==> config.mk <==
export PLATFORM = sky130hd
export DESIGN_NAME = ascon_output_collector
export DESIGN_NICKNAME = d
export VERILOG_FILES = /design/src/rtl/ascon_pack.sv /design/src/rtl/byte_serializer.sv /design/src/rtl/ascon_output_collector.sv
export SDC_FILE = /design/constraint.sdc
export NUM_CORES = 1
export LEC_CHECK = 0
export CAP_MARGIN = 25
export CORE_MARGIN = 2
export CORE_UTILIZATION = 50
export CTS_BUF_LIST = sky130_fd_sc_hd__clkbuf_8
export CTS_CLUSTER_SIZE = 30
export DETAILED_ROUTE_END_ITERATION = 8
export HOLD_SLACK_MARGIN = 0.12
export PLACE_DENSITY = 0.74
export SETUP_SLACK_MARGIN = 0.4
export SKIP_CTS_REPAIR_TIMING = 1
export SYNTH_ARGS = -nofsm -noshare
export SYNTH_HDL_FRONTEND = slang
export SYNTH_SLANG_ARGS = --single-unit
==> constraint.sdc <==
create_clock -name clock_i -period 7.47 [get_ports clock_i]
set_input_delay 1.494 -clock clock_i [delete_from_list [all_inputs] [get_ports clock_i]]
set_output_delay 1.494 -clock clock_i [all_outputs]
set_load 0.005 [all_outputs]
==> src/rtl/ascon_pack.sv <==
// Shared constants and state encoding for the ASCON output collector.
package ascon_pack;

  localparam int unsigned CIPHER_W       = 64;
  localparam int unsigned TAG_W          = 128;
  localparam int unsigned BYTE_W         = 8;
  localparam int unsigned BYTES_PER_WORD = CIPHER_W / BYTE_W;
  localparam int unsigned TAG_BYTES      = TAG_W / BYTE_W;

  typedef enum logic [1:0] {
    COLLECT     = 2'd0,
    SEND_CIPHER = 2'd1,
    SEND_TAG    = 2'd2,
    DONE        = 2'd3
  } coll_state_e;

endpackage

==> src/rtl/byte_serializer.sv <==
// Registered byte output stage; holds data/valid until the consumer accepts.
module byte_serializer
  import ascon_pack::*;
(
  input  logic              clk,
  input  logic              rst_n,
  input  logic              clear_i,
  input  logic              load_i,
  input  logic [BYTE_W-1:0] data_i,
  input  logic              ready_i,
  output logic [BYTE_W-1:0] data_o,
  output logic              valid_o,
  output logic              xfer_c
);

  logic [BYTE_W-1:0] data_q, data_d;
  logic              valid_q, valid_d;

  assign xfer_c  = valid_q & ready_i;
  assign data_o  = data_q;
  assign valid_o = valid_q;

  // A load always coincides with a transfer or an idle slot, so it never overwrites a pending byte.
  always_comb begin
    data_d  = data_q;
    valid_d = valid_q;
    if (clear_i) begin
      valid_d = 1'b0;
    end else if (load_i) begin
      data_d  = data_i;
      valid_d = 1'b1;
    end else if (xfer_c) begin
      valid_d = 1'b0;
    end
  end

  always_ff @(posedge clk or negedge rst_n) begin
    if (!rst_n) begin
      data_q  <= '0;
      valid_q <= 1'b0;
    end else begin
      data_q  <= data_d;
      valid_q <= valid_d;
    end
  end

endmodule

==> src/rtl/ascon_output_collector.sv <==
// Captures ASCON ciphertext words and tag, then streams them out byte-wise MSB first.
module ascon_output_collector
  import ascon_pack::*;
#(
  parameter int unsigned NB_CIPHER_WORDS = 3
) (
  input  logic                clock_i,
  input  logic                resetb_i,
  input  logic                start_i,
  input  logic                cipher_valid_i,
  input  logic [CIPHER_W-1:0] cipher_i,
  input  logic                end_i,
  input  logic [TAG_W-1:0]    tag_i,
  output logic [BYTE_W-1:0]   out_data_o,
  output logic                out_valid_o,
  input  logic                out_ready_i,
  output logic                busy_o,
  output logic                done_o,
  output logic                overflow_o
);

  localparam int unsigned WR_W = $clog2(NB_CIPHER_WORDS + 1);
  localparam int unsigned RD_W = $clog2(BYTES_PER_WORD * NB_CIPHER_WORDS + TAG_BYTES);
  localparam int unsigned WI_W = RD_W - 3;

  coll_state_e       state_q, state_d;
  logic [WR_W-1:0]   wr_cnt_q, wr_cnt_d;
  logic [RD_W-1:0]   rd_byte_q, rd_byte_d;
  logic              cipher_valid_q;
  logic              overflow_q, overflow_d;
  logic              busy_q, busy_d;
  logic              done_q, done_d;

  logic [CIPHER_W-1:0] word_q [NB_CIPHER_WORDS];
  logic [TAG_W-1:0]    tag_q;

  logic              cap_c;
  logic              word_we_c, tag_we_c;
  logic [WR_W-1:0]   wr_idx_c;
  logic              load_c, clear_c, xfer_c;
  logic [BYTE_W-1:0] load_byte_c;
  logic [RD_W-1:0]   nxt_idx_c, last_cbyte_c;
  logic [CIPHER_W-1:0] sel_word_c;
  logic [BYTE_W-1:0] cipher_byte_c, tag_byte_c;

  assign cap_c = cipher_valid_i & ~cipher_valid_q;

  // Byte that follows the one currently presented.
  always_comb begin
    nxt_idx_c  = rd_byte_q + RD_W'(1);
    sel_word_c = '0;
    for (int unsigned w = 0; w < NB_CIPHER_WORDS; w++) begin
      if (nxt_idx_c[RD_W-1:3] == WI_W'(w)) sel_word_c = word_q[w];
    end
    cipher_byte_c = BYTE_W'(sel_word_c >> {~nxt_idx_c[2:0], 3'b000});
    tag_byte_c    = BYTE_W'(tag_q >> {~nxt_idx_c[3:0], 3'b000});
    last_cbyte_c  = RD_W'(BYTES_PER_WORD) * RD_W'(wr_cnt_q) - RD_W'(1);
  end

  always_comb begin
    state_d     = state_q;
    wr_cnt_d    = wr_cnt_q;
    rd_byte_d   = rd_byte_q;
    overflow_d  = overflow_q;
    word_we_c   = 1'b0;
    tag_we_c    = 1'b0;
    wr_idx_c    = wr_cnt_q;
    load_c      = 1'b0;
    load_byte_c = '0;
    clear_c     = 1'b0;

    if (start_i) begin
      state_d    = COLLECT;
      wr_cnt_d   = '0;
      rd_byte_d  = '0;
      overflow_d = 1'b0;
      clear_c    = 1'b1;
      wr_idx_c   = '0;
      if (cap_c) begin
        word_we_c = 1'b1;
        wr_cnt_d  = WR_W'(1);
      end
    end else begin
      case (state_q)
        COLLECT: begin
          if (cap_c) begin
            if (wr_cnt_q < WR_W'(NB_CIPHER_WORDS)) begin
              word_we_c = 1'b1;
              wr_cnt_d  = wr_cnt_q + WR_W'(1);
            end else begin
              overflow_d = 1'b1;
            end
          end
          // A word captured this same cycle is not yet in storage, so bypass it.
          if (end_i) begin
            tag_we_c  = 1'b1;
            rd_byte_d = '0;
            load_c    = 1'b1;
            if (wr_cnt_d != '0) begin
              state_d     = SEND_CIPHER;
              load_byte_c = (wr_cnt_q == '0) ? cipher_i[CIPHER_W-1 -: BYTE_W]
                                             : word_q[0][CIPHER_W-1 -: BYTE_W];
            end else begin
              state_d     = SEND_TAG;
              load_byte_c = tag_i[TAG_W-1 -: BYTE_W];
            end
          end
        end
        SEND_CIPHER: begin
          if (cap_c || end_i) overflow_d = 1'b1;
          if (xfer_c) begin
            load_c = 1'b1;
            if (rd_byte_q == last_cbyte_c) begin
              state_d     = SEND_TAG;
              rd_byte_d   = '0;
              load_byte_c = tag_q[TAG_W-1 -: BYTE_W];
            end else begin
              rd_byte_d   = nxt_idx_c;
              load_byte_c = cipher_byte_c;
            end
          end
        end
        SEND_TAG: begin
          if (cap_c || end_i) overflow_d = 1'b1;
          if (xfer_c) begin
            if (rd_byte_q == RD_W'(TAG_BYTES - 1)) begin
              state_d = DONE;
            end else begin
              rd_byte_d   = nxt_idx_c;
              load_c      = 1'b1;
              load_byte_c = tag_byte_c;
            end
          end
        end
        DONE: begin
          if (cap_c || end_i) overflow_d = 1'b1;
          state_d   = COLLECT;
          wr_cnt_d  = '0;
          rd_byte_d = '0;
        end
        default: state_d = COLLECT;
      endcase
    end

    busy_d = (state_d == SEND_CIPHER) || (state_d == SEND_TAG);
    done_d = (state_d == DONE);
  end

  always_ff @(posedge clock_i or negedge resetb_i) begin
    if (!resetb_i) begin
      state_q        <= COLLECT;
      wr_cnt_q       <= '0;
      rd_byte_q      <= '0;
      cipher_valid_q <= 1'b0;
      overflow_q     <= 1'b0;
      busy_q         <= 1'b0;
      done_q         <= 1'b0;
    end else begin
      state_q        <= state_d;
      wr_cnt_q       <= wr_cnt_d;
      rd_byte_q      <= rd_byte_d;
      cipher_valid_q <= cipher_valid_i;
      overflow_q     <= overflow_d;
      busy_q         <= busy_d;
      done_q         <= done_d;
    end
  end

  // Payload storage carries no reset; it is always written before it is read.
  always_ff @(posedge clock_i) begin
    if (tag_we_c) tag_q <= tag_i;
    for (int unsigned w = 0; w < NB_CIPHER_WORDS; w++) begin
      if (word_we_c && (wr_idx_c == WR_W'(w))) word_q[w] <= cipher_i;
    end
  end

  byte_serializer u_ser (
    .clk     (clock_i),
    .rst_n   (resetb_i),
    .clear_i (clear_c),
    .load_i  (load_c),
    .data_i  (load_byte_c),
    .ready_i (out_ready_i),
    .data_o  (out_data_o),
    .valid_o (out_valid_o),
    .xfer_c  (xfer_c)
  );

  assign busy_o     = busy_q;
  assign done_o     = done_q;
  assign overflow_o = overflow_q;

endmodule

-- Word level (Yosys, flattened, before mapping)
Memories as Yosys holds them, arrays and structs flattened.
Index checks and enable logic that the tools add are counted.
- register bits: 151
- bits in latches: 0
- bits in writable memories: 192
- memory bits (read-only): 0
- bits of input ports: 198
- output and inout port bits: 12
- memories: 1
- memories (name ; depth ; width ; rd ports ; clocked after Yosys merged registers in ; write ports ; line ; RTL):
    word_q ; 3 ; 64 ; 3 ; 0 ; 1 ; ascon_output_collector.sv:34 ; logic [CIPHER_W-1:0] word_q [NB_CIPHER_WORDS];
- $add $sub $neg: 3
- $mul: 0
- div/mod/pow operators: 0
- magnitude comparators: 1
- equality and inequality tests: 19
- shift operators: 2
- mux-type cells: 69
- bitwise operators: 6
- reduce and logical (&&, ||, !) cells: 18
- operators by type and width (cell ; count):
    64-bit two-way mux ; 5
    64-bit OR reduction ; 2
    128-bit by 7-bit >> shifter with 8-bit output ; 1
    8-bit two-way mux ; 8
    64-bit by 6-bit >> shifter with 8-bit output ; 1
    6-bit two-way mux ; 6
    2-bit two-way mux ; 15
    1-bit two-way mux ; 29
    6-bit one-hot mux with 4 select lines ; 1
    8-bit one-hot mux with 3 select lines ; 1
    3-bit != test (second input constant) ; 4
    2-bit == test (second input constant) ; 5
    2-bit one-hot mux with 4 select lines ; 1
    6-bit by 1-bit adder with 6-bit output (second input constant) ; 1
    2-bit by 1-bit == test with 1-bit output (second input constant) ; 3
    6-bit by 4-bit == test with 1-bit output (second input constant) ; 1
    6-bit == test ; 1
    2-bit logical NOT ; 3
    3-bit by 2-bit != test with 1-bit output (second input constant) ; 2
    3-bit nonzero test ; 2
    5-bit by 1-bit subtractor with 6-bit output (second input constant) ; 1
    4-bit inverter ; 1
    2-bit one-hot mux with 2 select lines ; 1
    4-bit AND reduction ; 1
    other kinds (17) ; 22

-- Logic depth before layout (Yosys ltp)
Gate-level depths: netlist of run 1.
- word-level depth: 12
- mapped depth: 10
- gate-level depth less buffers: 8

-- Modules after synthesis
A second synthesis of run 1 with hierarchy kept.
- cells, all modules: 849
- area, all modules: 14406.3 um^2
- modules (own cells, without submodules) (module ; instances ; cells an instance ; area an instance (um^2) ; seq. area each (um^2)):
    ascon_output_collector ; 1 ; 826 ; 14014.7 ; 9959.6
    byte_serializer ; 1 ; 23 ; 391.6 ; 225.2

-- Worst setup path after synthesis of run 1
No wires, ideal clock.
- kind: input port to flip-flop
- start point: in start_i
- end point: reg tag_q[0], enable pin
- setup time: 0.617 ns
- arrival: 7.032 ns
- required time: 6.853 ns
- setup slack: -0.178 ns
- cell stages on the path: 2
- path buffers: 1
- cells stage by stage: clkbuf_1 > nor2_1
- cells in the longest elaborated chain, start to end: 1
- ends and longest elaborated chain (what ; line ; RTL):
    start, declared ; ascon_output_collector.sv:9 ; input logic start_i,
    1-bit two-way mux ; ascon_output_collector.sv:72 ; if (start_i) begin
    via tag_we_c ; ascon_output_collector.sv:38 ; logic word_we_c, tag_we_c;
    end signal, assigned ; ascon_output_collector.sv:171 ; if (tag_we_c) tag_q <= tag_i;
    end, declared ; ascon_output_collector.sv:35 ; logic [TAG_W-1:0] tag_q;
The timed path passes the listed nets, and every way through them passes these cells.
A chain may end at the register's enable or synchronous reset.

-- Worst setup path in the final report of run 1
- start point: reg rd_byte_q[0]
- end point: reg u_ser.data_q[2] (netlist: u_ser.data_o[2])
- cells in the longest elaborated chain, start to end: 10
- elaborated cells on any way between the ends: 24
- ends and longest elaborated chain (what ; line ; RTL):
    start, declared ; ascon_output_collector.sv:28 ; logic [RD_W-1:0] rd_byte_q, rd_byte_d;
    start signal, assigned ; ascon_output_collector.sv:161 ; rd_byte_q <= rd_byte_d;
    6-bit by 1-bit adder with 6-bit output ; ascon_output_collector.sv:50 ; nxt_idx_c = rd_byte_q + RD_W'(1);
    3-bit logical NOT ; ascon_output_collector.sv:53 ; if (nxt_idx_c[RD_W-1:3] == WI_W'(w)) sel_word_c = word_q[w];
    64-bit two-way mux (3 in a row) ; ascon_output_collector.sv:53 ;
    64-bit by 6-bit >> shifter with 8-bit output ; ascon_output_collector.sv:55 ; cipher_byte_c = BYTE_W'(sel_word_c >> {~nxt_idx_c[2:0], 3'b000});
    8-bit two-way mux ; ascon_output_collector.sv:113 ; if (rd_byte_q == last_cbyte_c) begin
    8-bit two-way mux ; ascon_output_collector.sv:111 ; if (xfer_c) begin
    8-bit one-hot mux with 3 select lines ; ascon_output_collector.sv:84 ; case (state_q)
    8-bit two-way mux ; ascon_output_collector.sv:72 ;
    end signal, assigned ; byte_serializer.sv:42 ; data_q <= data_d;
    end, declared ; byte_serializer.sv:16 ; logic [BYTE_W-1:0] data_q, data_d;
Parallel ways exist; a longest one is shown, timed or not.

==> results.ini, run 1 <==
[outcome]
status = finished, final reports clean

[pwr]
p_switching_mw = 1.22
p_seq_frac = 0.512
clkPwrFrac = 0.292
swShare = 0.262
irDropWorstVdd_mv = 0.133
p_leak_nw = 5.79
powerDensity_nw_per_um2 = 263
p_comb_frac = 0.196
internal_power_mw = 3.43

[setup_path]
cp.required_ps = 7900
path_max_fanout = 38
critPathKind = reg -> reg
crit_arrival_ps = 4370
cp-start-kind = flop
crit_path_end_kind = flop

[layout]
syn2layout_area_growth_pct = 23.6
nFillCells = 1977
nets = 1233
utilization = 0.631
drive_above_1_share = 0.163

[routing]
drt_pass1_iterations = 5
drt_first_iter_violations = 694
drcViolationCount = 0
dr_total_vias = 8280
ant_nets = 0
via_per_inst = 5.76
wire_per_inst_um = 22.7
drt-total-wl_um = 32600

[die]
pin_count = 210
core_area_um2 = 28000
start_util = 0.511
die_h_um = 173
die_x_um = 173
dieArea_um2 = 30000
num_rows = 61

[timing]
clock.fmax_ghz = 0.254
slew_headroom = 0.330
tightest_slew_ps = 1000
skew_ps = 24.8
setup_violations = 0
finalCritPeriodShare = 0.527
hold_viol = 0
final.min_clock_period_ps = 3940
drv_slew = 0
fin_tns_setup_ps = 0
rsz0062_at_grt = false

[place]
hpwl_um = 22100
place.gp.congestion = 0.841
io_buffers = 209

[logic_synthesis]
syn_area_um2 = 14300
ys_warn_count = 0
syn-num-nets = 1002
avgSynthCellArea_um2 = 18.0
synth_ff_type = edfxtp_1
yosysSeqAreaShare = 0.712
synth_seq_cells = 343
synth_cell_type_count = 67
ys_async_sr_fraction = 0.0671
synth_edf_count = 320
syn_inst = 794

[cts]
clock_latency_ps = 600
clkSinkCount = 343
cts_tree = built
cts_inserted_buffers = 54
clkTransAtPathRegs_ps = 60
cts_root_buf = clkbuf_8
clk_path_buf_depth = 3
htree_levels = 2

[global_routing]
grt_pass1_vias = 8575
grtUsageTotal = 0.219
overflow = 0
grt_max_degree = 68
antenna_found_initial = 1
grt_pass1_wl_um = 50000

[min_path]
hold_path.class = reg -> reg

[flow_run]
drv_cap = 0

==> Yosys cell counts, types with 3 or more instances <==
library cell	n	area [um^2]
nor2_1	20	75.1
clkbuf_1	9	33.8
xor2_1	5	43.8
o2111ai_1	5	43.8
inv_1	12	45.0
a211oi_1	23	173
o211ai_1	4	30.0
or3_1	4	25.0
a31oi_1	7	43.8
nand4_1	3	18.8
o21ai_0	27	135
edfxtp_1	320	9610
nor4_1	5	31.3
a21oi_1	10	50.1
mux4_2	67	1510
and3_1	4	25.0
buf_2	24	120
dfrtp_1	23	576
mux2i_1	30	300
ha_1	10	125
nor3_1	24	120
mux2_2	15	169
and2_1	5	31.3
a2111oi_0	3	26.3
nand2_1	32	120
o31a_1	3	26.3
a211o_1	5	43.8
o22ai_1	5	31.3
a221oi_1	3	26.3
o21a_1	3	22.5
a311oi_1	6	52.6
buf_4	10	75.1
nor2b_1	9	56.3
xnor2_1	5	43.8
a32oi_1	3	26.3
nand3_1	11	55.1
==> final cells by class <==
| cell class | instances | area (um^2) | area share |
|---|---|---|---|
| clock inverters | 34 | 141 | 0.00799 |
| flip-flops and latches | 343 | 10200 | 0.576 |
| diodes | 1 | 2.50 | 0.000141 |
| inverters | 12 | 45.0 | 0.00255 |
| well taps | 378 | 473 | 0.0267 |
| clock buffers | 56 | 771 | 0.0436 |
| multi-input cells | 392 | 3870 | 0.219 |
| repair buffers | 222 | 2190 | 0.124 |
==> layout by cell type, fill, tap and decap left out, types with 6 or more instances in the layout <==
cell	count
edfxtp_1	320
clkdlybuf4s50_1	209
mux4_2	67
clkbuf_8	56
inv_1	36
nand2_1	32
mux2i_1	30
o21ai_0	27
a211oi_1	23
nor3_1	22
dfrtp_1	21
nor2_1	18
mux2_2	15
buf_4	13
nand3_1	11
a21oi_1	10
nor2b_1	9
ha_1	9
a31oi_1	7
a311oi_1	6
clkinv_1	6
==> power by group through the flow <==
stage               Sequential, mW  Clock [mW]  Combinational, mW
finish                        2.38        1.36              0.910
global route                  2.40        1.46              0.980
CTS                           2.38        1.39              0.919
detailed placement            2.42           0              0.914
global placement              2.41           0              0.909
floorplan                     2.40           0              0.552
==> critical path, stage by stage, from the launching register on <==
cell,delay (ps)
dfrtp_4,660
buf_4,570
buf_4,590
mux4_2,590
mux2_2,290
a211o_1,290
a211oi_1,560
a211oi_1,160
==> cells by family after synthesis <==
family / synth area share
adder cells (fa/ha/maj): 0.00875
AND/OR/NAND/NOR: 0.0467
buffers and inverters: 0.0213
AO/OA/AOI/OAI: 0.0659
multiplexers: 0.139
flip-flops: 0.712
XOR/XNOR: 0.00612
==> flip-flops by register name (all words and copies together), names as in the netlist, 2 cells and up <==
name	count
u_ser.data_o	8
state_q	2
wr_cnt_q	2
rd_byte_q	6
word_q	192
tag_q	128
==> final timing paths <==
kind	startpoint	endpoint	slack, ps	depth (start not counted)
worst max-delay path	rd_byte_q[0]$_DFFE_PN0P_	u_ser.data_o[2]$_DFFE_PN0P_	3530	7
worst min-delay path	overflow_o$_DFFE_PN0P_	overflow_o$_DFFE_PN0P_	510	2
worst max register to register	rd_byte_q[0]$_DFFE_PN0P_	u_ser.data_o[2]$_DFFE_PN0P_	3530	7
worst min register to register	overflow_o$_DFFE_PN0P_	overflow_o$_DFFE_PN0P_	510	2
max in group asynchronous	resetb_i	rd_byte_q[0]$_DFFE_PN0P_	5920	2
min in group asynchronous	resetb_i	busy_o$_DFF_PN0_	1280	2
==> routing by layer <==
metal | vias to the layer above | global-route usage | share of wire
met4 | 0 | 0.0724 | 0.024
met2 | 320 | 0.359 | 0.50
li1 | 3724 | - | -
met5 | - | 0 | 0
met3 | 57 | 0.0411 | 0.061
met1 | 4179 | 0.298 | 0.42
==> metrics by stage <==
stage | std cells | power, mW | hold WS, ps | setup slack, ps | cell area (um^2)
after detailed placement | 1347 | 3.34 | 499 | 3140 | 16800
after global placement | 1347 | 3.32 | 505 | 3180 | 16800
final | 1438 | 4.65 | 514 | 3530 | 17700
after CTS | 1437 | 4.70 | 516 | 3460 | 17700
after global routing | 1438 | 4.84 | 524 | 3210 | 17700
after floorplan | 794 | 2.96 | 486 | 472 | 14300
Power figures use the tool's default switching activity.
==> run 2, diff against run 1 <==
--- a/config.mk
+++ b/config.mk
@@ -12,7 +12,7 @@
 export CTS_CLUSTER_SIZE = 30
 export DETAILED_ROUTE_END_ITERATION = 8
 export HOLD_SLACK_MARGIN = 0.12
-export PLACE_DENSITY = 0.74
+export PLACE_DENSITY = 0.77
 export SETUP_SLACK_MARGIN = 0.4
 export SKIP_CTS_REPAIR_TIMING = 1
 export SYNTH_ARGS = -nofsm -noshare
==> constraint.sdc (replaced) <==
create_clock -name clock_i -period 3.47 [get_ports clock_i]
set_input_delay 0.694 -clock clock_i [delete_from_list [all_inputs] [get_ports clock_i]]
set_output_delay 0.694 -clock clock_i [all_outputs]
set_load 0.005 [all_outputs]
==> run 2 against run 1 <==
- routed wire length grew 2.9%
- cell area grew 3.1%
- clock skew down 6.9 ps
- final cell count rose by 2.7%
- non-clock buffer count rose by 34
- sequential power up 120%
- sequential cell count stayed put
- fmax is 31% higher
- sequential share of layout area shrank 1.7 points
==> results.ini, run 2 (synthesis results as in run 1) <==
[timing]
hold_viol = 0  ; unchanged
rsz0062_at_grt = false  ; unchanged
fin_tns_setup_ps = 0  ; unchanged
clock.fmax_ghz = 0.333  ; was 0.254 GHz
finalCritPeriodShare = 0.865  ; was 0.527
skew_ps = 18.0  ; was 24.8 ps
tightest_slew_ps = 1000  ; about the same
setup_violations = 0  ; unchanged
drv_slew = 0  ; unchanged
slew_headroom = 0.322  ; was 0.330
final.min_clock_period_ps = 3000  ; was 3940 ps

[layout]
utilization = 0.651  ; was 0.631
layout_commonest_cell = edfxtp_1  ; unchanged
nets = 1265  ; was 1,233
syn2layout_area_growth_pct = 27.5  ; was 23.6%
drive_above_1_share = 0.206  ; was 0.163
top_register = word_q  ; unchanged
nFillCells = 1918  ; was 1,977
layout_common_cells = 320 x edfxtp_1, 209 x clkdlybuf4s50_1, 67 x mux4_2  ; unchanged
largest_reg_flops = 192  ; unchanged

[setup_path]
crit_path_end_kind = flop  ; unchanged
cp-endpoint = u_ser.data_o[3]$_DFFE_PN0P_  ; was u_ser.data_o[2]$_DFFE_PN0P_
path_max_fanout = 11  ; was 38
cp-start-kind = flop  ; unchanged
crit_arrival_ps = 3450  ; was 4370 ps
worstReg2RegStart = wr_cnt_q[1]$_DFFE_PN0P_  ; was rd_byte_q[0]$_DFFE_PN0P_
reg2reg_slack_ps = 470  ; was 3530 ps
ff2ff_path_depth = 10  ; was 7
critPathKind = reg -> reg  ; unchanged
cp.required_ps = 3910  ; was 7900 ps
r2r_end = u_ser.data_o[3]$_DFFE_PN0P_  ; was u_ser.data_o[2]$_DFFE_PN0P_
startpoint = wr_cnt_q[1]$_DFFE_PN0P_  ; was rd_byte_q[0]$_DFFE_PN0P_

[die]
die_h_um = 173  ; unchanged
pin_count = 210  ; unchanged
start_util = 0.511  ; unchanged
die_x_um = 173  ; unchanged
dieArea_um2 = 30000  ; unchanged
num_rows = 61  ; unchanged
core_area_um2 = 28000  ; unchanged

[pwr]
p_leak_nw = 6.05  ; was 5.79 nW
powerDensity_nw_per_um2 = 569  ; was 263 nW/um^2
irDropWorstVdd_mv = 0.325  ; was 0.133 mV
finalPower_mw = 10.4  ; was 4.65 mW

[global_routing]
grt_pass1_wl_um = 50900  ; was 50,000 um
overflow = 0  ; unchanged
grtUsageTotal = 0.224  ; was 0.219
grt_pass1_vias = 8886  ; was 8,575
antenna_found_initial = 1  ; unchanged
grt_max_degree = 89  ; was 68

[place]
place.gp.congestion = 0.858  ; was 0.841
hpwl_um = 23100  ; was 22,100 um
io_buffers = 209  ; unchanged

[cts]
htree_levels = 2  ; unchanged
clock_latency_ps = 580  ; was 600 ps
clkTransAtPathRegs_ps = 70  ; was 60 ps
clkSinkCount = 343  ; unchanged
clk_path_buf_depth = 3  ; unchanged
cts_tree = built  ; unchanged
cts_root_buf = clkbuf_8  ; unchanged
cts_inserted_buffers = 52  ; was 54

[routing]
ant_nets = 0  ; unchanged
drcViolationCount = 0  ; unchanged
wire_per_inst_um = 22.7  ; about the same
via_per_inst = 5.76  ; about the same
dr_total_vias = 8508  ; was 8,280
drt_pass1_iterations = 5  ; unchanged
drt-total-wl_um = 33500  ; was 32,600 um
drt_first_iter_violations = 719  ; was 694

[outcome]
status = finished, final reports clean  ; unchanged

[min_path]
hold_path.class = in -> async  ; was reg -> reg

[flow_run]
drv_cap = 0  ; unchanged

-- run 2: changes by cell type in the layout (fill, tap and decap cells not counted), sizes merged --
cell and delta:
clkinv +6, bufinv +1, clkbuf +3, buf +34
inv -5
-- run 2: through the flow --
step	worst slack [ps]	area [um^2]	std cells	hold WS [ps]
CTS	302	18200	1474	531
global route	406	18200	1477	367
global placement	307	17200	1379	502
finish	468	18200	1477	380
floorplan	252	14400	794	398
detailed placement	257	17200	1379	514
-- run 2: final cells by class --
class,count,area [um^2],share of cell area
Sequential cell,343,10200,0.559
Clock inverter,36,183,0.0100
Antenna cell,1,2.50,0.000137
Clock buffer,59,812,0.0445
Tap cell,378,473,0.0259
Timing Repair Buffer,256,2600,0.143
Inverter,12,45.0,0.00247
Multi-Input combinational cell,392,3930,0.216
-- run 2: per-layer routing --
metal | vias to the layer above | part of all wire | track usage
li1 | 3798 | - | -
met5 | - | 0 | 0
met2 | 394 | 0.49 | 0.369
met3 | 70 | 0.073 | 0.0510
met4 | 0 | 0.030 | 0.0812
met1 | 4246 | 0.40 | 0.295
-- run 2: worst min-delay path by stage --
stage | startpoint | endpoint | slack (ps) | cells past startpoint
after floorplan | resetb_i | busy_o$_DFF_PN0_ | 400 | 0
after global placement | overflow_o$_DFFE_PN0P_ | overflow_o$_DFFE_PN0P_ | 500 | 2
after detailed placement | overflow_o$_DFFE_PN0P_ | overflow_o$_DFFE_PN0P_ | 510 | 2
after CTS | overflow_o$_DFFE_PN0P_ | overflow_o$_DFFE_PN0P_ | 530 | 2
after global routing | resetb_i | done_o$_DFF_PN0_ | 370 | 1
final | resetb_i | busy_o$_DFF_PN0_ | 380 | 1
-- run 2: critical path, cell delays in order (launching register included) --
cell	delay, ps
dfrtp_1	480
inv_1	160
ha_1	250
buf_4	210
xnor2_1	140
nand4_1	170
buf_4	220
o311ai_1	300
a211o_1	340
a211oi_1	440
a211oi_1	140
-- run 2: where the power goes --
| part | leakage (nW) | switching (mW) | internal (mW) |
|---|---|---|---|
| Sequential | 3.22 | 0.164 | 4.95 |
| Combinational | 2.25 | 1.07 | 1.08 |
| Clock | 0.581 | 1.49 | 1.63 |
==> run 3, diff against run 2 <==
--- a/config.mk
+++ b/config.mk
@@ -12,7 +12,7 @@
 export CTS_CLUSTER_SIZE = 30
 export DETAILED_ROUTE_END_ITERATION = 8
 export HOLD_SLACK_MARGIN = 0.12
-export PLACE_DENSITY = 0.77
+export PLACE_DENSITY = 0.74
 export SETUP_SLACK_MARGIN = 0.4
 export SKIP_CTS_REPAIR_TIMING = 1
 export SYNTH_ARGS = -nofsm -noshare
==> constraint.sdc (replaced) <==
create_clock -name clock_i -period 2.9 [get_ports clock_i]
set_input_delay 0.58 -clock clock_i [delete_from_list [all_inputs] [get_ports clock_i]]
set_output_delay 0.58 -clock clock_i [all_outputs]
set_load 0.01 [all_outputs]
==> run 3 against run 2 <==
- clock power is 36% higher
- critical path depth is 2 lower
- hold slack worse by 11 ps
- sequential share of layout area is 1.2 points lower
- via count is 1.3% higher
- final cell count is 1.4% higher
- sequential cell count stayed put
- non-clock buffer count is 16 higher
- die area stayed put
- highest routed layer is now met5
==> results.ini, run 3 (synthesis results as in run 1) <==
[outcome]
status = finished, final reports clean  ; unchanged

[timing]
rsz0062_at_grt = true  ; was false
hold_viol = 0  ; unchanged
slew_headroom = 0.558  ; was 0.322
final.min_clock_period_ps = 2480  ; was 3000 ps
setup_violations = 0  ; unchanged
drv_slew = 0  ; unchanged
finalCritPeriodShare = 0.854  ; was 0.865
worst_slack_ps = 424  ; was 468 ps
clock.fmax_ghz = 0.404  ; was 0.333 GHz
skew_ps = 26.1  ; was 18.0 ps
fin_tns_setup_ps = 0  ; unchanged
tightest_slew_ps = 658  ; was 1000 ps

[routing]
drt-total-wl_um = 34700  ; was 33,500 um
via_per_inst = 5.76  ; about the same
wire_per_inst_um = 23.1  ; was 22.7 um
drt_pass1_iterations = 5  ; unchanged
dr_total_vias = 8622  ; was 8,508
drt_first_iter_violations = 658  ; was 719
ant_nets = 0  ; unchanged
drcViolationCount = 0  ; unchanged

[cts]
clk_path_buf_depth = 3  ; unchanged
cts_inserted_buffers = 54  ; was 52
clkTransAtPathRegs_ps = 70  ; about the same
clock_latency_ps = 590  ; was 580 ps
cts_root_buf = clkbuf_8  ; unchanged
htree_levels = 2  ; unchanged
cts_tree = built  ; unchanged
clkSinkCount = 343  ; unchanged

[place]
io_buffers = 209  ; unchanged
pre_cts_ws_ps = 215  ; was 257 ps
place.gp.congestion = 0.856  ; was 0.858
hpwl_um = 23300  ; was 23,100 um

[setup_path]
crit_arrival_ps = 2960  ; was 3450 ps
critPathKind = reg -> reg  ; unchanged
cp.required_ps = 3390  ; was 3910 ps
crit_path_end_kind = flop  ; unchanged
cp-start-kind = flop  ; unchanged
path_max_fanout = 6  ; was 11

[layout]
layout_common_cells = 320 x edfxtp_1, 209 x clkdlybuf4s50_1, 67 x mux4_2  ; unchanged
largest_reg_flops = 192  ; unchanged
syn2layout_area_growth_pct = 30.3  ; was 27.5%
nFillCells = 1925  ; was 1,918
layout_commonest_cell = edfxtp_1  ; unchanged
top_register = word_q  ; unchanged
utilization = 0.666  ; was 0.651
drive_above_1_share = 0.238  ; was 0.206
nets = 1283  ; was 1,265

[die]
die_x_um = 173  ; unchanged
dieArea_um2 = 30000  ; unchanged
pin_count = 210  ; unchanged
num_rows = 61  ; unchanged
die_h_um = 173  ; unchanged
start_util = 0.511  ; unchanged
core_area_um2 = 28000  ; unchanged

[global_routing]
grt_pass1_vias = 8769  ; was 8,886
grt_max_degree = 101  ; was 89
grt_pass1_wl_um = 51000  ; was 50,900 um
antenna_found_initial = 2  ; was 1
overflow = 0  ; unchanged
grtUsageTotal = 0.224  ; about the same

[pwr]
finalPower_mw = 13.1  ; was 10.4 mW
p_leak_nw = 6.20  ; was 6.05 nW
irDropWorstVdd_mv = 0.401  ; was 0.325 mV
powerDensity_nw_per_um2 = 704  ; was 569 nW/um^2

[min_path]
hold_path.class = in -> async  ; unchanged

[flow_run]
drv_cap = 0  ; unchanged

==> run 3: worst max-delay path: stages, from the launching register on <==
cell,delay [ps]
dfrtp_4,530
ha_4,350
buf_6,140
clkbuf_16,160
mux4_2,320
mux4_2,470
a32oi_1,170
a21oi_1,90
a21o_1,150
==> run 3: per-stage QoR <==
step	std cells	cell area (um^2)	hold WS (ps)
after floorplan	794	14400	284
after global placement	1378	17200	488
after detailed placement	1378	17200	509
after CTS	1478	18300	346
after global routing	1498	18600	376
final	1498	18600	369
==> run 3: layout make-up <==
class | instances | area [um^2] | share of cell area
flip-flops and latches | 343 | 10200 | 0.547
multi-input cells | 392 | 4000 | 0.215
repair buffers | 272 | 2790 | 0.150
clock buffers | 56 | 771 | 0.0413
well taps | 378 | 473 | 0.0254
clock inverters | 44 | 363 | 0.0195
inverters | 12 | 45.0 | 0.00242
diodes | 1 | 2.50 | 0.000134
==> run 3: final timing paths <==
path	start	to	slack, ps	depth (start not counted)
hold reg to reg	overflow_o$_DFFE_PN0P_	overflow_o$_DFFE_PN0P_	530	2
max in group asynchronous	resetb_i	rd_byte_q[0]$_DFFE_PN0P_	2240	2
setup reg to reg	rd_byte_q[0]$_DFFE_PN0P_	u_ser.data_o[1]$_DFFE_PN0P_	420	8
hold / removal	resetb_i	u_ser.data_o[7]$_DFFE_PN0P_	370	2
setup / recovery	rd_byte_q[0]$_DFFE_PN0P_	u_ser.data_o[1]$_DFFE_PN0P_	420	8
min in group clock_i	overflow_o$_DFFE_PN0P_	overflow_o$_DFFE_PN0P_	530	2
==> run 3: layer usage <==
metal  vias to the layer above  GRT usage  routed length [um]  share of wire
li1                       3845          -                   -              -
met1                      4336      0.302               14000           0.40
met2                       368      0.365               17200           0.49
met3                        71     0.0466                2460          0.071
met4                         2     0.0780                1080          0.031
met5                         -          0                  14        0.00040
==> run 3: where the power goes <==
group          internal [mW]  total, mW  switching (mW)
clock network           2.35       4.25            1.90
registers               5.93       6.11           0.182
logic                   1.39       2.77            1.38
==> patch 1 (flow settings as in run 2) <==
The 4 states of `coll_state_e` get a one-hot encoding in 4 bits.
--- a/src/rtl/ascon_pack.sv
+++ b/src/rtl/ascon_pack.sv
@@ -9,7 +9,7 @@
 
-  typedef enum logic [1:0] {
-    COLLECT     = 2'd0,
-    SEND_CIPHER = 2'd1,
-    SEND_TAG    = 2'd2,
-    DONE        = 2'd3
+  typedef enum logic [3:0] {
+    COLLECT     = 4'b0001,
+    SEND_CIPHER = 4'b0010,
+    SEND_TAG    = 4'b0100,
+    DONE        = 4'b1000
   } coll_state_e;
Formal check against the unedited RTL: no difference found for any inputs over 4 cycles, from zero or initial values and one cycle with resetb_i low; so few cycles prove little.
==> patch 1 against run 2 <==
Final area shrank 0.60%; synthesized area down 0.16%; global-route usage increased by 0.49 points; routed wire length increased by 1.7%; die area down 0.16%; worst setup slack better by 0.015 ns; sequential cell count up 2; critical endpoint is now u_ser.data_o[5].
Power is not compared: it rests on default switching activity, and its combinational part moved more than twofold at a synthesized area within 25%.
==> patch 1: results (changes against run 2) <==
| Metric | Value |
|---|---|
| Worst path slowest cell | `or4_1 (was dfrtp_1)` |
| Worst min path class | `input port to async pin (unchanged)` |
| Synth Net Count | `1031 (was 1002)` |
| Dpl cell area | `17040 um2 (was 17190 um2)` |
| Ys Warns | `0 (unchanged)` |
| Share of layout cells above drive strength 1 | `18.29% (was 20.58%)` |
| Largest net degree at the start of global routing | `58 (was 89)` |
| Router iterations before antenna repair | `5 (unchanged)` |
| Final Non-Filler Cells | `1505 (was 1477)` |
| Reg area | `10240 um2 (was 10190 um2)` |
| Synth Instances | `828 (was 794)` |
| All-Layer GR Usage | `22.89% (was 22.40%)` |
| Vias post-DR | `8572 (was 8508)` |
| Slew of the pin with the lowest slew margin | `0.7396 ns (was 1.001 ns)` |
| Max FFs per register | `192 (unchanged)` |
| Pre-CTS WS | `0.4298 ns (was 0.2570 ns)` |
| Pleak | `0.006217 uW` |
| Status | `finished, final reports clean (unchanged)` |
| Post-synth top cells | `edfxtp_1 (320), mux2i_1 (57), mux4_2 (49) (was edfxtp_1 (320), mux4_2 (67), nand2_1 (32))` |
| Worst-path clk slew | `0.06 ns` |
| Later-pin clock latency in the skew report | `0.59 ns` |
| Max incr delay on CP | `0.60 ns (was 0.48 ns)` |
| Antenna violations before repair | `2 (was 1)` |
| CP arrival | `3.44 ns (was 3.45 ns)` |
| Sequential element share of the synthesized area | `71.66% (was 71.18%)` |
| Psw | `2135 uW` |
| Fillers | `1939 (was 1918)` |
| Placed Instances | `1400 (was 1379)` |
| Vias in the first global route | `8975 (was 8886)` |
| Layout Skew | `0.03046 ns (was 0.01797 ns)` |
| DRT iter0 DRCs | `674 (was 719)` |
| Asr flop ratio synth | `7.246% (was 6.706%)` |
| Num CTS Buffers | `56 (was 52)` |
| Critical Path Fanout Max | `6 (was 11)` |
| Routability Congestion | `0.8799 (was 0.8581)` |
| Synth unique cells | `64 (was 67)` |
| Top delay family on crit path | `simple AND/OR/NAND/NOR gates (was compound AO/OA/AOI/OAI gates)` |
| Synth area leaders | `edfxtp_1 (67%), mux4_2 (7.7%), dfrtp_1 (4.2%), mux2i_1 (4.0%), mux2_2 (2.0%) (was edfxtp_1 (67%), mux4_2 (11%), dfrtp_1 (4.0%), mux2i_1 (2.1%), a211oi_1 (1.2%))` |
| Global-route wire length before repair | `51980 um (was 50900 um)` |
| Largest register by flop count | `word_q (unchanged)` |
| Fin nets | `1283 (was 1265)` |
| HPWL Detailed | `23590 um (was 23130 um)` |
| Routed WL | `34120 um (was 33530 um)` |
| Number of synthesized flops with an enable pin | `320 (unchanged)` |
==> patch 1: cells by family (layout without fill, tap and decap cells) <==
family	Yosys count	in the layout	synth area share (%)
fa+ha+maj	5	5	0.4379
buf+inv	52	350	2.242
flops	345	345	71.66
xor+xnor	9	9	0.6043
other cells	0	1	0
simple gates	144	144	5.422
compound gates	142	142	5.947
mux	131	131	13.69
==> patch 1: routing by layer <==
layer / part of all wire, % / global-route usage (%) / wire, um
met1: 40 / 30.47 / 13750
met2: 48 / 37.17 / 16490
met3: 8.9 / 6.047 / 3031
met4: 2.4 / 7.203 / 832
met5: 0.026 / 0 / 9
==> patch 1: worst paths after layout <==
check	startpoint	end	slack (ns)	cells past startpoint
min in group clock_i	overflow_o	overflow_o	0.50	2
worst max register to register	wr_cnt_q[1]	u_ser.data_o[5]	0.48	9
worst max-delay path	wr_cnt_q[1]	u_ser.data_o[5]	0.48	9
worst min register to register	overflow_o	overflow_o	0.50	2
worst min-delay path	resetb_i	overflow_o	0.49	2
max in group asynchronous	resetb_i	rd_byte_q[0]	2.65	2
==> patch 1: power groups by stage <==
stage / registers [uW] / clock network (uW) / logic, uW
floorplan: 5010 / 0 / 464
global placement: 5050 / 0 / 987
detailed placement: 5060 / 0 / 1010
CTS: 4980 / 3380 / 1020
global route: 5000 / 3580 / 1090
finish: 4980 / 3330 / 1020
==> patch 1: area by class of cell <==
class                           count  area share [%]
Sequential cell                   345           56.49
Multi-Input combinational cell    431           21.15
Timing Repair Buffer              242           13.73
Clock buffer                       59           4.479
Tap cell                          378           2.609
Clock inverter                     45           1.442
Inverter                            4         0.08281
Antenna cell                        1         0.01380
==> patch 2 (config.mk and constraints of run 2) <==
Without the edit above. The package constant `CIPHER_W` goes from 64 to 128.
--- a/src/rtl/ascon_pack.sv
+++ b/src/rtl/ascon_pack.sv
@@ -3,3 +3,3 @@
 
-  localparam int unsigned CIPHER_W       = 64;
+  localparam int unsigned CIPHER_W       = 128;
   localparam int unsigned TAG_W          = 128;
Interface: changed (resized cipher_i); port bits go from 210 to 274. The function was not compared with the original's and may differ.
==> patch 2 against run 2 <==
Critical path type unchanged; combinational power grew 9%; synthesized cell count grew 8.6%; first-iteration DRC count shrank 2.9%; final area grew 2.2%; worst setup slack gained 0.095 ns; sequential cell count grew 8; critical path depth shrank 2; critical endpoint unchanged; cell count grew 5.8%; non-clock buffer count shrank 1; synthesized area grew 2.2%; power grew 6.0%; count of clock-buffer cells in the layout grew 2; largest power group unchanged; routed wire length grew 2.2%.
==> patch 2: results (changes against run 2) <==
| Metric | Value |
|---|---|
| Status | `finished, final reports clean (unchanged)` |
| Global-route wire length before repair | `51720 um (was 50900 um)` |
| Fin nets | `1398 (was 1265)` |
| Core Box Area | `28780 um2 (was 28010 um2)` |
| Pleak | `0.006446 uW (was 0.006050 uW)` |
| DRT iter0 DRCs | `698 (was 719)` |
| Asr flop ratio synth | `6.553% (was 6.706%)` |
| Synth Instances | `862 (was 794)` |
| Fillers | `2010 (was 1918)` |
| Pre-CTS WS | `0.4769 ns (was 0.2570 ns)` |
| Number of port buffers | `217 (was 209)` |
| Final Non-Filler Cells | `1562 (was 1477)` |
| Synth Net Count | `1134 (was 1002)` |
| Post-synth top cells | `edfxtp_1 (328), mux4_2 (55), mux2i_1 (50) (was edfxtp_1 (320), mux4_2 (67), nand2_1 (32))` |
| M1 wire length | `13500 um (was 13560 um)` |
| Largest net degree at the start of global routing | `69 (was 89)` |
| Metal3 WL | `2391 um (was 2446 um)` |
| Share of layout cells above drive strength 1 | `16.94% (was 20.58%)` |
| Max FFs per register | `200 (was 192)` |
| Reg2reg start | `rd_byte_q[1] (was wr_cnt_q[1])` |
| Routing usage on met2 | `37.52% (was 36.88%)` |
| Placed Instances | `1451 (was 1379)` |
| All-Layer GR Usage | `22.44% (was 22.40%)` |
| Met1 usage | `29.31% (was 29.47%)` |
| Critical Path Fanout Max | `10 (was 11)` |
[patch 2: cell count changes after synthesis, sizes merged, moves of 8 or more]
cell	before	now
a21oi	10	35
edfxtp	320	328
mux2i	30	50
mux4	67	55
nand2	32	46
nor2	22	42
nor3	24	12
o21ai	27	41
[patch 2: cells by family (layout without fill, tap and decap cells)]
logic type	after synthesis	after routing	synth area share [%]
muxes	114	114	12.59
and+or+nand+nor	161	161	5.247
buffers and inverters	62	375	2.277
other	0	3	0
DFF	351	351	71.32
AOI/OAI and AO/OA	155	155	6.942
adders and majority gates	10	10	0.8559
xor gates and xnor gates	9	9	0.7704
[patch 2: through the flow]
stage / cell area (um2) / utilization [%] / hold WS (ns)
final: 18640 / 64.78 / 0.3855
after global routing: 18640 / 64.78 / 0.3802
after CTS: 18640 / 64.75 / 0.3451
after detailed placement: 17520 / 60.88 / 0.5221
after global placement: 17520 / 60.88 / 0.5046
after floorplan: 14720 / - / 0.3984
[patch 2: power by group]
part	leakage [uW]	switching, uW	internal [uW]
registers	0.00329	159	5070
logic	0.00251	1190	1150
clock network	0.000644	1650	1790
[patch 2: area by class of cell]
| class | count | share of cell area (%) |
|---|---|---|
| clock inverters | 47 | 1.477 |
| diodes | 3 | 0.04027 |
| flip-flops and latches | 351 | 55.95 |
| clock buffers | 61 | 4.503 |
| well taps | 384 | 2.577 |
| inverters | 12 | 0.2416 |
| repair buffers | 255 | 13.92 |
| multi-input cells | 449 | 21.30 |
[patch 2: critical path: stages (launching register included)]
cell and delay (ns):
dfrtp_1 0.59, ha_4 0.29, and3_1 0.36, xnor2_2 0.18, nor2_1 0.41, a211oi_1 0.08, o32a_1 0.40, a221o_1 0.31
o22a_1 0.16
